==> config.mk <==
export PLATFORM = sky130hd
export DESIGN_NAME = gru_hidden_state_unloader
export DESIGN_NICKNAME = d
export VERILOG_FILES = /design/src/rtl/gru_hidden_state_unloader.sv
export SDC_FILE = /design/constraint.sdc
export NUM_CORES = 1
export LEC_CHECK = 0
export ABC_AREA = 1
export ABC_CLOCK_PERIOD_IN_PS = 12000
export CAP_MARGIN = 25
export CORE_MARGIN = 2
export CORE_UTILIZATION = 45
export DETAILED_ROUTE_END_ITERATION = 6
export GPL_ROUTABILITY_DRIVEN = 0
export MAX_ROUTING_LAYER = met4
export PLACE_DENSITY_LB_ADDON = 0.12
export SLEW_MARGIN = 40
export SYNTH_ARGS = -nofsm -noshare
export SYNTH_HDL_FRONTEND = slang
export SYNTH_SLANG_ARGS = --single-unit
export TNS_END_PERCENT = 10
==> constraint.sdc <==
create_clock -name clk -period 12 [get_ports clk]
set_clock_uncertainty 0.15 [all_clocks]
set_input_delay 1.2 -clock clk [delete_from_list [all_inputs] [get_ports clk]]
set_output_delay 1.2 -clock clk [all_outputs]
set_load 0.1 [all_outputs]
==> src/rtl/gru_hidden_state_unloader.sv <==
// Captures the GRU hidden-state vector on h_valid and streams it one element per beat.
// Optional shadow frame buffer: define GRU_UNLOAD_DOUBLE_BUF_EN.
module gru_hidden_state_unloader #(
  parameter int H          = 16,
  parameter int DATA_WIDTH = 15,
  parameter int IDX_W      = $clog2(H)
) (
  input  logic                  clk,
  input  logic                  rst,
  input  logic [DATA_WIDTH-1:0] h_t [H],
  input  logic                  h_valid,
  output logic                  busy,
  output logic                  m_valid,
  input  logic                  m_ready,
  output logic [DATA_WIDTH-1:0] m_data,
  output logic [IDX_W-1:0]      m_idx,
  output logic                  m_last,
  output logic                  overrun,
  input  logic                  clr_overrun,
  output logic [15:0]           frame_cnt
);

  typedef enum logic [0:0] {IDLE = 1'b0, STREAM = 1'b1} state_t;

  state_t                state_r;
  logic [DATA_WIDTH-1:0] buf_r [H];

  logic                  accept_s;
  logic                  last_accept_s;
  logic                  start_s;
  logic                  restart_s;
  logic                  promote_s;
  logic                  load_buf_s;
  logic                  load_shadow_s;
  logic                  overrun_set_s;
  logic                  stream_nxt_s;
  logic                  shadow_full_s;
  logic                  shadow_full_nxt_s;
  logic [IDX_W-1:0]      idx_nxt_s;
  logic [DATA_WIDTH-1:0] first_data_s;

`ifdef GRU_UNLOAD_DOUBLE_BUF_EN
  logic [DATA_WIDTH-1:0] shadow_r [H];
  logic                  shadow_full_r;
`endif

  // Beat handshake decode and frame capture/drop decisions
  always_comb begin
    accept_s      = m_valid & m_ready;
    last_accept_s = accept_s & m_last;
    start_s       = (state_r == IDLE) & h_valid;
    idx_nxt_s     = m_idx + IDX_W'(1);
`ifdef GRU_UNLOAD_DOUBLE_BUF_EN
    shadow_full_s = shadow_full_r;
    promote_s     = last_accept_s & shadow_full_r;
    // On the last accept a full shadow is promoted, so a coincident vector refills it.
    load_shadow_s = h_valid & (state_r == STREAM) &
                    (last_accept_s ? shadow_full_r : ~shadow_full_r);
    overrun_set_s = h_valid & (state_r == STREAM) & ~last_accept_s & shadow_full_r;
    first_data_s  = promote_s ? shadow_r[0] : h_t[0];
`else
    shadow_full_s = 1'b0;
    promote_s     = 1'b0;
    load_shadow_s = 1'b0;
    overrun_set_s = h_valid & (state_r == STREAM) & ~last_accept_s;
    first_data_s  = h_t[0];
`endif
    load_buf_s        = start_s | (last_accept_s & h_valid & ~shadow_full_s);
    restart_s         = last_accept_s & (h_valid | shadow_full_s);
    stream_nxt_s      = start_s | ((state_r == STREAM) & ~(last_accept_s & ~restart_s));
    shadow_full_nxt_s = load_shadow_s | (shadow_full_s & ~promote_s);
  end

  // Stream FSM with registered beat outputs, status flags and frame counter
  always_ff @(posedge clk) begin
    if (rst) begin
      state_r   <= IDLE;
      m_valid   <= 1'b0;
      m_data    <= {DATA_WIDTH{1'b0}};
      m_idx     <= {IDX_W{1'b0}};
      m_last    <= 1'b0;
      busy      <= 1'b0;
      overrun   <= 1'b0;
      frame_cnt <= 16'd0;
    end else begin
      busy <= stream_nxt_s | shadow_full_nxt_s;
      if (overrun_set_s) begin
        overrun <= 1'b1;
      end else if (clr_overrun) begin
        overrun <= 1'b0;
      end
      if (last_accept_s) begin
        frame_cnt <= frame_cnt + 16'd1;
      end
      case (state_r)
        IDLE: begin
          if (start_s) begin
            state_r <= STREAM;
            m_valid <= 1'b1;
            m_idx   <= {IDX_W{1'b0}};
            m_data  <= h_t[0];
            m_last  <= 1'b0;
          end
        end
        STREAM: begin
          if (accept_s) begin
            if (m_last) begin
              if (restart_s) begin
                m_idx  <= {IDX_W{1'b0}};
                m_data <= first_data_s;
                m_last <= 1'b0;
              end else begin
                state_r <= IDLE;
                m_valid <= 1'b0;
                m_idx   <= {IDX_W{1'b0}};
                m_last  <= 1'b0;
              end
            end else begin
              m_idx  <= idx_nxt_s;
              m_data <= buf_r[idx_nxt_s];
              m_last <= (idx_nxt_s == IDX_W'(H - 1));
            end
          end
        end
        default: begin
          state_r <= IDLE;
          m_valid <= 1'b0;
          m_last  <= 1'b0;
        end
      endcase
    end
  end

  // Active frame buffer: direct capture or promotion of the shadow frame
  always_ff @(posedge clk) begin
    if (load_buf_s) begin
      buf_r <= h_t;
`ifdef GRU_UNLOAD_DOUBLE_BUF_EN
    end else if (promote_s) begin
      buf_r <= shadow_r;
`endif
    end
  end

`ifdef GRU_UNLOAD_DOUBLE_BUF_EN
  // Shadow occupancy flag
  always_ff @(posedge clk) begin
    if (rst) begin
      shadow_full_r <= 1'b0;
    end else begin
      shadow_full_r <= shadow_full_nxt_s;
    end
  end

  // Shadow frame storage
  always_ff @(posedge clk) begin
    if (load_shadow_s) begin
      shadow_r <= h_t;
    end
  end
`endif

endmodule

# == After elaboration in Yosys (flattened, before gate mapping) ==
# Index checks and enable logic that the tools add are counted.
# op_classes
n_reduce_logical,4
n_mul,0
n_div,0
add_sub_neg,2
n_lt_le_gt_ge,1
shift,0
eq_ne,6
bitwise_logic,15
muxes,28
# op_table
op,n
15-bit 2-to-1 mux,6
15-bit binary-select mux with 4-bit select,1
15-bit one-hot mux with 2 select lines,1
16-bit by 1-bit adder with 16-bit output (second input constant),1
1-bit 2-to-1 mux,13
4-bit 2-to-1 mux,3
1-bit bitwise AND,8
4-bit one-hot mux with 2 select lines,1
2-bit inequality test (second input constant),3
1-bit one-hot mux with 2 select lines,3
5-bit >= comparator (second input constant),1
4-bit inverter with 5-bit output,1
4-bit by 1-bit adder with 4-bit output (second input constant),1
4-bit equality test (second input constant),1
1-bit inverter,4
4-bit AND reduction,1
3-bit by 2-bit inequality test with 1-bit output (second input constant),1
3-bit AND reduction,1
2-bit by 1-bit inequality test with 1-bit output (second input constant),1
1-bit bitwise OR,2
2-bit AND reduction,1
2-bit nonzero test,1
# word_totals
romBits,0
out_inout_bits,39
ram_bits,0
input_bits,245
latch_bits,0
regBits,280
n_memories,0
wordCells,80

# == Longest topological paths before layout ==
# Gate-level depths: netlist (run 1).
# logic_depth
ltp_word,8
ltp_mapped,14
ltp_nobuf,9

# == Worst setup path before layout (run 1) ==
# Ideal clock, no wire load.
# synth_timing
path_type,input-to-reg
start,input m_ready
end,register buf_r[0] (netlist bit) (enable)
required_ns,11.006
setup_time_ns,0.844
n_path_buf,0
t_arrival_ns,11.418
setup_slack_ns,-0.412
path_stages,4
cell_sequence,nand2_1 > nand2_1 > nand2_1 > nor2_1
# synth_via
elab_chain_len,4
# synth_rtl
element,line,rtl
start: declaration,14,"input logic m_ready,"
1-bit bitwise AND,49,accept_s = m_valid & m_ready;
1-bit bitwise AND,50,last_accept_s = accept_s & m_last;
1-bit bitwise AND,68,load_buf_s = start_s | (last_accept_s & h_valid & ~shadow_full_s);
1-bit bitwise OR,68,
via load_buf_s,33,logic load_buf_s;
end signal: assignment,137,buf_r <= h_t;
end: declaration,26,logic [DATA_WIDTH-1:0] buf_r [H];
# The timed path passes the listed nets, and every way through them passes these cells.
# A chain may end at the register's enable or synchronous reset.

# == Worst setup path in the final report (run 1) ==
# layout_timing
start,input m_ready
end,register buf_r[24] (netlist bit) (enable)
# Same word-level chain as after synthesis.

==> metrics.md, run 1 <==
| Metric | Value |
|---|---|
| Worst reg2reg endpoint | `buf_r[24]` |
| Total Nets Final | `around 1700` |
| Status | `finished with violations` |
| Synth Register Bits | `280` |
| Iter 0 DRT Violations | `a little under 700` |
| Slowest CP cell | `clkbuf_8` |
| Vias per cell | `4.92` |
| Worst EP required | `about 12000 ps` |
| Sw Pwr | `approximately 550 uW` |
| Initial Util | `between 40% and 50%` |
| Htree depth | `1` |
| Slew HR | `46.1%` |
| Worst hold slack | `310 ps` |
| Post-route cell area | `about 16000 um2` |
| Most frequent cells in the layout | `nand2_1 (416), clkdlybuf4s50_1 (244), edfxtp_1 (240)` |
| Final Critical Period | `roughly 4400 ps` |
| Max Slew Vio Count | `0` |
| Clock-pin slew on the worst setup and hold paths | `approximately 60 ps` |
| Final worst slack | `7580 ps` |
| Final design utilization | `60.9%` |
| Clock power share | `39.1%` |
| Power Dens Cells | `between 100 and 150 nW/um2` |
| I/O pin count | `284` |
| # setup viols final | `0` |
| GR Overflow Total | `0` |
| Synth Net Count | `around 1400` |
| Switching Fraction | `23.5%` |
| Post-DP Area | `between 10000 and 15000 um2` |
| Synth Instances | `1178` |
| Number of clock sinks | `280` |
| Clk_lat worst skew | `~550 ps` |
| R2R cell count | `7` |
| IO Port Bufs | `283` |
| Share of cells above drive strength 1 | `8.90%` |
| Setup total negative slack | `0 ps` |
| Critical R2R Launch | `m_last` |
| Commonest non-fill, non-tap cell in the layout | `nand2_1` |
| Failing checks | `DRC` |
| Cts hold-fix bufs | `0` |
| CP arrival | `around 4400 ps` |
| Critical path class | `input port to register` |
| Int Power | `1.78 mW` |
| R2r setup slk | `8320 ps` |
| 1st-pass router iterations | `7` |
| Worst-Margin Slew | `809 ps` |
| Static Leak | `6.55 nW` |
| Power share of the sequential group | `between 40% and 50%` |
| Post-CTS sizing | `0` |
| CP Capture Point | `buf_r[24]` |
| CTS Buffer Depth | `3` |
| Critical-path maximum fanout | `91` |
| # rows | `roughly 60` |
| Die area | `28000 um2` |
| Post-synthesis sequential area ratio | `66.6%` |
| Core area | `about 26000 um2` |
| CP most frequent cell | `nand2_1` |
| Largest net degree at the start of global routing | `92` |
| Area of the multi-input gates | `3190 um2` |
| Maximum vdd drop | `0.0864 mV` |
| Synth-to-Final Area Change | `32.2%` |
| Final hold vios | `0` |
| Synth Cell Area | `roughly 12000 um2` |
| Final period util | `36.8%` |
| Setup crit end kind | `register` |
| CTS tree | `built` |
| Crit path launch type | `input port` |
| DP Worst Slack | `7060 ps` |
| Register Area | `8010 um2` |
| Critical Path Max Stage Delay | `710 ps` |
| Die X | `167 um` |
| First-pass GRT wire length | `47200 um` |
| Initial antenna violation count | `1` |
| Worst path cell trace | `clkdlybuf4s50_1 -> nand2_1 -> nand2_1 -> nand2_1 -> nor2_4 -> buf_4 -> clkbuf_8 -> buf_6` |
| Max_cap viols | `0` |
| Worst hold path class | `register to register` |
| Via count | `8891` |
| CTS root buf | `clkbuf_16` |
| Vias in the first global route | `approximately 8600` |
| Dpl hpwl | `21400 um` |
| Antenna viol nets, final | `0` |
| Crit path from | `m_ready` |
| Filler instances | `2181` |
| Cts bufs inserted | `30` |
| Cell variety after synth | `37` |
| Residual DRC | `16` |
| RSZ-0062 raised after global routing | `false` |
| Synth Area per Inst | `10.2 um2` |
| WL/cell | `between 15 and 20 um` |
| Warnings, synthesis | `0` |
| Gr usage total | `22.5%` |
| Number of setup buffers added after CTS | `0` |
| Routed WL | `slightly above 30000 um` |
| Die Ht | `167 um` |
| Max Clk Rate | `0.226 GHz` |
| Comb power frac | `about an eighth` |
[synth_stat cells]
library cell | n | share of area, %
nor3_4 | 2 | 0.27
dfxtp_1 | 40 | 6.7
buf_4 | 7 | 0.44
buf_6 | 5 | 0.47
xnor2_1 | 1 | 0.073
ha_1 | 3 | 0.31
nor4_1 | 1 | 0.052
a21oi_1 | 23 | 0.96
nor2_2 | 1 | 0.052
inv_1 | 139 | 4.3
o21ai_0 | 9 | 0.37
o21ai_1 | 1 | 0.042
nand4_1 | 2 | 0.10
o21bai_1 | 1 | 0.062
o21a_1 | 2 | 0.12
a21oi_2 | 8 | 0.58
a31oi_1 | 3 | 0.16
clkinv_1 | 1 | 0.031
edfxtp_1 | 240 | 60
nand3_1 | 156 | 6.5
clkbuf_1 | 14 | 0.44
nor3_1 | 5 | 0.21
xor2_2 | 1 | 0.14
a211oi_1 | 1 | 0.062
nor2_1 | 44 | 1.4
dlygate4sd1_1 | 1 | 0.073
buf_2 | 25 | 1.0
dlymetal6s4s_1 | 1 | 0.10
nand2_1 | 416 | 13
dlymetal6s2s_1 | 2 | 0.21
inv_2 | 2 | 0.062
nor3b_1 | 2 | 0.12
xnor2_4 | 1 | 0.23
buf_1 | 2 | 0.062
nand3_4 | 1 | 0.15
xor2_1 | 1 | 0.073
nand3_2 | 14 | 1.2
[power by group through the flow]
stage	registers, mW	logic, mW	clock network [mW]
6_report	1.14	0.275	0.912
5_1_grt	1.15	0.300	0.971
4_1_cts	1.15	0.277	0.928
3_5_place_dp	1.17	0.276	0
3_3_place_gp	1.16	0.279	0
2_1_floorplan	1.22	0.104	0
[state kept, by name, indices dropped and copies added (netlist names), 4 cells and up]
register	cells
buf_r	240
frame_cnt	16
m_data	15
m_idx	4
[metal layers]
layer / share of wire [%] / up-vias / routed length, um / track usage (%)
met2: 47 / 360 / 14500 / 35.2
li1: - / 4397 / - / -
met1: 43 / 4075 / 13100 / 30.2
met4: 3.1 / 0 / 946 / 6.99
met5: 0 / - / 0 / -
met3: 7.5 / 59 / 2300 / 4.16
[worst max-delay path, delay by kind of cell]
family	cells	cell delay, ps
buffers and inverters	4	2570
and+or+nand+nor	4	470
[cell type report]
type / instances / share of cell area [%]
Antenna cell: 1 / 0.0157
Inverter: 142 / 3.37
Timing Repair Buffer: 296 / 17.4
Clock buffer: 40 / 5.22
Multi-Input combinational cell: 699 / 20.0
Tap cell: 335 / 2.64
Sequential cell: 280 / 50.4
Clock inverter: 15 / 0.952
[how the worst min path moves through the flow]
stage                     cells after the start    endpoint       start  slack [ps]
after floorplan                               1     m_valid     state_r         310
after global placement                        2   m_data[9]   m_data[9]         300
after detailed placement                      2  m_data[11]  m_data[11]         300
after CTS                                     2  m_data[11]  m_data[11]         310
after global routing                          2   m_data[9]   m_data[9]         330
final                                         2  m_data[11]  m_data[11]         310
[through the flow]
stage | instances | power (mW)
floorplan | 1178 | 1.32
global placement | 1749 | 1.44
detailed placement | 1751 | 1.44
CTS | 1806 | 2.35
global route | 1808 | 2.42
finish | 1808 | 2.33
[kinds of logic after synthesis]
logic type / synth area share [%]
compound gates: 2.36
fa+ha+maj: 0.312
buf+inv: 7.26
xor+xnor: 0.510
simple gates: 23.0
flops: 66.6
No activity file was read; power rests on OpenSTA's default activity.
==> run 2, diff against run 1 <==
Settings changed: ABC_CLOCK_PERIOD_IN_PS 12000 to 3900.
Clock period 12 ns to 3.9 ns, I/O delays scaled along.
==> run 2 against run 1 <==
Against the previous run: critical endpoint is now m_data[11]; wire length grew 3.6%; clock-buffer cell count shrank 2; flip-flop and latch count is the same; the run still ends with DRC left; register-to-register slack lost 7500 ps; global-route usage grew 0.81 points; total power grew to 3.1 times the previous value; die area is the same; non-clock buffer count grew 5; critical path type is now register to register; utilization grew 0.36 points; setup slack lost 6800 ps; clock power grew to 3.0 times the previous value; sequential power grew to 3.1 times the previous value.
==> metrics.md, run 2 (synthesized netlist as in run 1, its figures left out) <==
| Metric | Value |
|---|---|
| Total Nets Final | `1702 (+0.29%)` |
| # rows | `59 (unchanged)` |
| Vias in the first global route | `8766 (+1.8%)` |
| Clock-pin slew on the worst setup and hold paths | `60 ps (about the same)` |
| Met3 wire length | `2480 um (+7.8%)` |
| Initial Util | `46.0% (unchanged)` |
| Critical path class | `register to register` |
| I/O pin count | `284 (unchanged)` |
| Most frequent cells in the layout | `nand2_1 (413), clkdlybuf4s50_1 (244), edfxtp_1 (240)` |
| Max Slew Vio Count | `0 (unchanged)` |
| Gr usage total | `23.3% (+0.81 points)` |
| Status | `finished with violations` |
| Worst reg2reg endpoint | `m_data[11]` |
| Critical R2R Launch | `m_idx[0]` |
| Die area | `28000 um2 (unchanged)` |
| RSZ-0062 raised after global routing | `false` |
| WL/cell | `17.6 um (+3.3%)` |
| 1st-pass router iterations | `7 (unchanged)` |
| First-pass GRT wire length | `48800 um (+3.3%)` |
| DR top layer | `met4` |
| Critical-path maximum fanout | `60 (-34%)` |
| Post-CTS sizing | `0 (unchanged)` |
| Static Leak | `6.59 nW (+0.66%)` |
| # setup viols final | `0 (unchanged)` |
| Cts hold-fix bufs | `0 (unchanged)` |
| Reg with most FFs | `buf_r` |
| Power Dens Cells | `448 nW/um2 (+210%)` |
| CP arrival | `3440 ps (-1000 ps)` |
| CTS tree | `built` |
| Final hold vios | `0 (unchanged)` |
| Filler instances | `2217 (+1.7%)` |
| Worst-Margin Slew | `782 ps (-27.2 ps)` |
| Setup crit end kind | `register` |
| Share of cells above drive strength 1 | `9.61% (+0.71 points)` |
| Worst hold path class | `input port to register` |
| Largest net degree at the start of global routing | `86 (-6.5%)` |
| Slew HR | `47.6% (+1.6 points)` |
| Crit path launch type | `register` |
| Core area | `26100 um2 (unchanged)` |
| CP Capture Point | `m_data[11]` |
| Max reg flops | `240 (unchanged)` |
| DP Worst Slack | `832 ps (-6230 ps)` |
| Max_cap viols | `0 (unchanged)` |
| Cts bufs inserted | `30 (unchanged)` |
| Crit path from | `m_idx[0]` |
| Synth-to-Final Area Change | `33.0%` |
| Htree depth | `1 (unchanged)` |
| CTS root buf | `clkbuf_16` |
| Dpl hpwl | `22200 um (+3.3%)` |
| Worst EP required | `4230 ps (-7790 ps)` |
| Iter 0 DRT Violations | `800 (+15%)` |
| Failing checks | `DRC` |
| Vias per cell | `4.95 (+0.67%)` |
| Maximum vdd drop | `0.460 mV (+430%)` |
| Top Registers | `buf_r: 240 flops, frame_cnt: 16 flops, m_data: 15 flops` |
| Clk_lat worst skew | `540 ps (about the same)` |
| CTS Buffer Depth | `3 (unchanged)` |
| Initial antenna violation count | `1 (unchanged)` |
| Metal2 WL | `14700 um (+1.6%)` |
| GR Overflow Total | `0 (unchanged)` |
| Via count | `8975 (+0.94%)` |
| IO Port Bufs | `283 (unchanged)` |
| Number of clock sinks | `280 (unchanged)` |
| Number of setup buffers added after CTS | `0 (unchanged)` |
| Commonest non-fill, non-tap cell in the layout | `nand2_1` |
| R2r setup slk | `790 ps (-7530 ps)` |
| Antenna viol nets, final | `0 (unchanged)` |
| Met1 Wirelength | `13600 um (+3.6%)` |
| Hold_sp | `h_t[168]` |
| Max Clk Rate | `approximately 0.32 GHz` |
| Routed WL | `32000 um (+3.6%)` |
| Die X | `167 um (unchanged)` |
| R2R cell count | `9 (+2)` |
| Final worst slack | `791 ps (-6790 ps)` |
| Die Ht | `167 um (unchanged)` |
| Residual DRC | `24 (+8)` |
| Final period util | `79.7%` |
| Setup total negative slack | `0 ps (unchanged)` |
| Final Critical Period | `3110 ps` |
run 2: worst min path at each step:
stage	end	slack, ps	depth (start not counted)
global route	buf_r[21]	230	1
global placement	m_data[13]	310	2
CTS	buf_r[180]	230	1
floorplan	m_valid	320	1
detailed placement	m_data[13]	310	2
finish	buf_r[168]	250	1
run 2: cell type report:
cell class / instances / area [um2] / area share (%)
flip-flops and latches: 280 / 8020 / 50.1
clock buffers: 38 / 802 / 5.01
multi-input cells: 699 / 3190 / 20.0
diodes: 1 / 2.50 / 0.0156
repair buffers: 301 / 2870 / 17.9
well taps: 335 / 419 / 2.62
inverters: 142 / 536 / 3.35
clock inverters: 17 / 156 / 0.978
run 2: metal layers:
layer / vias to the layer above / GRT usage, %
li1: 4419 / -
met1: 4117 / 31.0
met2: 365 / 35.9
met3: 74 / 4.82
met4: 0 / 8.32
met5: - / -
run 2: through the flow:
stage               total power, mW  utilization, %  cells  instance area [um2]  hold slack [ps]
global placement               4.48            58.2   1757                15200              307
finish                         7.17            61.2   1813                16000              249
floorplan                      4.05               -   1178                12100              320
CTS                            7.24            61.2   1812                16000              229
global route                   7.44            61.2   1813                16000              230
detailed placement             4.47            57.5   1757                15000              314
run 2: where the power goes:
| group | switching (mW) | internal, mW | total (mW) | leakage, nW |
|---|---|---|---|---|
| combinational | 0.518 | 0.364 | 0.882 | 3.55 |
| sequential | 0.0605 | 3.46 | 3.52 | 2.57 |
| clock | 1.13 | 1.64 | 2.77 | 0.472 |
| total | 1.71 | 5.47 | 7.17 | 6.59 |
run 2: worst max-delay path: stages, from the launching register on:
cell and delay, ps:
dfxtp_4 670, inv_4 300, ha_2 440, buf_4 550, nand3_1 240, nand3_1 140
nand3_1 170, nand3_1 150, nand2_1 60, a21oi_1 110
